--- src/rtl/byte_word_packer.sv ---
// Multi-lane sample-to-word packer with a shared frame phase counter.
// Emits one word per lane per frame, or flags the lane when the frame is partial.
module byte_word_packer #(
  parameter int IN_W      = 8,
  parameter int RATIO     = 4,
  parameter int LANES     = 2,
  parameter int MSB_FIRST = 1
) (
  input  logic                          clk_4f_c,
  input  logic                          reset,
  input  logic                          align_in,
  input  logic [LANES-1:0]              valid_in,
  input  logic [LANES*IN_W-1:0]         data_in,
  output logic [$clog2(RATIO)-1:0]      phase_out,
  output logic [LANES-1:0]              valid_out,
  output logic [LANES*IN_W*RATIO-1:0]   data_out,
  output logic [LANES-1:0]              err_out
);

  localparam int PW = $clog2(RATIO);
  localparam int OW = IN_W * RATIO;
  localparam logic [PW-1:0] LAST = PW'(RATIO - 1);

  logic [PW-1:0] phase_q;
  logic [PW-1:0] cur_p;
  logic [PW-1:0] slot;
  logic          frame_start;
  logic          frame_done;

  // align_in forces this edge to behave as phase 0; a frame is only
  // complete when the counter itself reached phase 0.
  always_comb begin
    cur_p       = align_in ? '0 : phase_q;
    frame_start = align_in | (phase_q == '0);
    frame_done  = (phase_q == '0);
    slot        = (MSB_FIRST != 0) ? (LAST - cur_p) : cur_p;
  end

  always_ff @(posedge clk_4f_c) begin
    if (!reset) begin
      phase_q <= '0;
    end else if (cur_p == LAST) begin
      phase_q <= '0;
    end else begin
      phase_q <= cur_p + PW'(1);
    end
  end

  assign phase_out = phase_q;

  for (genvar k = 0; k < LANES; k++) begin : g_lane
    logic [OW-1:0]   acc_q;
    logic [OW-1:0]   acc_d;
    logic [OW-1:0]   word_q;
    logic [IN_W-1:0] smp;
    logic            smp_v;
    logic            all_q;
    logic            any_q;
    logic            vld_q;
    logic            err_q;
    logic            good;

    assign smp   = data_in[k*IN_W +: IN_W];
    assign smp_v = valid_in[k];
    assign good  = all_q & frame_done;

    always_comb begin
      acc_d = frame_start ? '0 : acc_q;
      if (smp_v) begin
        acc_d[slot*IN_W +: IN_W] = smp;
      end
    end

    always_ff @(posedge clk_4f_c) begin
      if (!reset) begin
        acc_q  <= '0;
        word_q <= '0;
        all_q  <= 1'b0;
        any_q  <= 1'b0;
        vld_q  <= 1'b0;
        err_q  <= 1'b0;
      end else begin
        acc_q <= acc_d;
        if (frame_start) begin
          all_q  <= smp_v;
          any_q  <= smp_v;
          vld_q  <= good;
          err_q  <= any_q & ~good;
          word_q <= good ? acc_q : '0;
        end else begin
          all_q <= all_q & smp_v;
          any_q <= any_q | smp_v;
        end
      end
    end

    assign valid_out[k]           = vld_q;
    assign err_out[k]             = err_q;
    assign data_out[k*OW +: OW]   = word_q;
  end

endmodule

--- config.mk ---
export PLATFORM = sky130hd
export DESIGN_NAME = byte_word_packer
export DESIGN_NICKNAME = d
export VERILOG_FILES = /design/src/rtl/byte_word_packer.sv
export SDC_FILE = /design/constraint.sdc
export NUM_CORES = 1
export LEC_CHECK = 0
export BUFFER_PORTS_ARGS = -buffer_cell sky130_fd_sc_hd__clkbuf_2
export CAP_MARGIN = 20
export CORE_ASPECT_RATIO = 0.9
export CORE_MARGIN = 2
export CORE_UTILIZATION = 34
export CTS_BUF_LIST = sky130_fd_sc_hd__clkbuf_16
export CTS_CLUSTER_SIZE = 40
export DETAILED_ROUTE_END_ITERATION = 10
export GPL_TIMING_DRIVEN = 0
export HOLD_SLACK_MARGIN = 0.08
export PLACE_DENSITY = 0.54
export SLEW_MARGIN = 5
export SYNTH_ARGS = -nofsm -noshare
export SYNTH_HDL_FRONTEND = slang
export SYNTH_SLANG_ARGS = --single-unit
--- constraint.sdc ---
create_clock -name clk_4f_c -period 2.7 [get_ports clk_4f_c]
set_input_delay 0.54 -clock clk_4f_c [delete_from_list [all_inputs] [get_ports clk_4f_c]]
set_output_delay 0.54 -clock clk_4f_c [all_outputs]
set_load 0.01 [all_outputs]
==> out/metrics.cfg <==
[sta]
skew_ns=0.00404
fmax_ghz=0.443
slew_headroom=0.582
fin_tns_setup_ns=0
drv_slew=0
hold_viol=0
rsz0062_at_grt=no
hold_slack_ns=0.428
worst_pin_slew_ns=0.627
min_period_ns=2.26
finalCritPeriodShare=0.836
setup_viol=0

[clock_tree]
numCtsBuffers=17
cts_tree=yes
clkSinkCount=138
htree_levels=4
cts-root-buf=clkbuf_16
clk_latency_ns=0.42
postCtsSetupBuffers=0
ctsHoldBuffers=0
clk_path_buf_depth=2
cts_resized=0
clk_pin_slew_ns=0.06

[final_layout]
regArea_sq_um=2760
multi_input_area_sq_um=2080
nets=595
n_antenna_cell=0
instances_no_fill=782
drive_above_1_share=0.283
area_growth_pct=26.6
num-fill-cells=1399

[synthesis]
synth-seq-cells=138
ys_async_sr_fraction=0
synth_most_common_cell=dfxtp_1
netlist_instances=463
yosys.area_share.simple=0.176
ys_top_cells_by_area=dfxtp_1 54%, a22oi_1 9.5%, nor2b_1 8.4%
syn_nets=487
syn_area_per_cell_sq_um=11.0
yosys_warnings=0
synth-xor-area-share=0
synth_mux_area_frac=0.00395
synthAdderAreaFrac=0.00740
synth_common_cells=138 x dfxtp_1, 68 x nor2b_1, 64 x a22oi_1
synth_top_family_by_area=compound AO/OA/AOI/OAI gates
synth_edf_count=0
yosys.area.top_type=dfxtp_1
synth-compound-area-share=0.223
synth_area_sq_um=5070
yosysSeqAreaShare=0.545
synth_cell_type_count=43
synth_top_area_frac=0.545
ys.flop_type=dfxtp_1

[min_path]
hold_class=input port to flop

[drt]
wl_per_cell_um=17.5
num_vias=3953
drc=0
drt_iter0_markers=306
postRouteAntennaNets=0
vias_per_cell=5.05
drt_wl_total_um=13700
dr.pass1.iters=6

[power_and_ir_drop]
power_w=0.00494
pwr-share-seq=0.420
netSwitchingFraction=0.216
p_per_area_nw_per_um2=768
ir_drop_uv=394
internal_power_w=0.00387
p_switching_w=0.00107
clockPowerShare=0.524
comb_power_share=0.056
p_leak_nw=2.48

[worst_setup_path]
critPathMaxStageDelay_ns=0.38
arrival_ns=2.62
cp.required_ns=3.06
cpLargestDelayFamily=simple AND/OR/NAND/NOR gates
end_kind=flop
path_class=flop to flop
crit_chain=buf_6, nor2b_4, buf_6, ha_1, nor4b_2, nand3_1, a2bb2o_2
path_common_cell=buf_6
cp-start-kind=flop
critPathMaxFanout=8
critPathBufInv=2
crit_slowest_cell=nor4b_2

[die]
ioPinCount=91
dieArea_sq_um=15900
num_rows=42
coreArea_sq_um=14700
die_h_um=120
die_x_um=133
start_util=0.346

[place]
gp_congestion=0.790
io_buffers=89
placedCellCount=750
place_hpwl_um=9720

[grt]
grt_max_degree=17
track_usage=0.175
grt_remaining_overflow=0
antenna_found_initial=0
grt_pass1_vias=4013
grt_pass1_wl_um=21500

[outcome]
status=completed

[run]
cap_violations=0

==> logic make-up (layout without fill, tap and decap cells) <==
kind of cell    count (synthesis)  in the layout
flops                         138            138
buf+inv                        43            164
mux                             2              2
compound gates                139            139
fa+ha+maj                       3              3
simple gates                  138            138
==> worst paths after layout <==
path                              end           startpoint  depth (start not counted)  slack, ns
setup reg to reg  g_lane[1].acc_q[23]         phase_out[0]                          7       0.44
hold / removal    g_lane[1].acc_q[17]           data_in[9]                          3       0.43
setup / recovery  g_lane[1].acc_q[23]         phase_out[0]                          7       0.44
hold reg to reg   g_lane[1].acc_q[31]  g_lane[1].acc_q[31]                          2       0.45
==> final cells by class <==
type | count | share of cell area
repair buffers | 89 | 0.0694
inverters | 3 | 0.00214
well taps | 198 | 0.0386
flip-flops and latches | 138 | 0.430
clock buffers | 17 | 0.0662
clock inverters | 15 | 0.0358
plain buffers | 40 | 0.0333
multi-input cells | 282 | 0.324
==> stage by stage <==
step | setup slack [ns] | util | cell area [sq um]
2_1_floorplan | 0.715 | - | 5070
3_3_place_gp | 0.368 | 0.393 | 5770
3_5_place_dp | 0.334 | 0.393 | 5770
4_1_cts | 0.456 | 0.438 | 6420
5_1_grt | 0.296 | 0.438 | 6420
6_report | 0.443 | 0.438 | 6420
==> placed cells by master (no fill, tap or decap), types with 3 or more instances in the layout <==
cell type and count:
a211oi_2 3, a21boi_0 10, a21boi_1 6, a21oi_1 5, a22o_1 24, a22oi_1 64
a32o_1 16, buf_2 14, buf_4 8, bufinv_16 6, clkbuf_1 14, clkbuf_16 17
clkbuf_2 90, clkinv_2 6, dfxtp_1 138, ha_1 3, inv_1 3, nand2_1 26
nand3_1 18, nor2b_1 68, o2bb2ai_1 7
==> sequential cells by signal, summed over array words and instances (netlist names) <==
register	flops
phase_out	2
g_lane.vld_q	2
g_lane.any_q	2
g_lane.word_q	64
g_lane.all_q	2
g_lane.acc_q	64
g_lane.err_q	2
==> power by group through the flow <==
stage	sequential (W)	combinational, W	clock (W)
floorplan	0.00211	0.000171	0
global placement	0.00211	0.000270	0
detailed placement	0.00212	0.000274	0
CTS	0.00207	0.000276	0.00262
global route	0.00207	0.000300	0.00271
finish	0.00207	0.000276	0.00259
==> metal layers <==
| metal | share of wire | global-route usage |
|---|---|---|
| met5 | 0 | 0 |
| met4 | 0.018 | 0.0679 |
| met3 | 0.045 | 0.0524 |
| met2 | 0.45 | 0.261 |
| met1 | 0.49 | 0.239 |
==> worst min-delay path: cells and delay by family <==
family | cells | cell delay, ns
compound gates | 1 | 0.06
buf+inv | 1 | 0.13
simple gates | 1 | 0.07
Note: power is estimated with default switching activity, not from simulation.
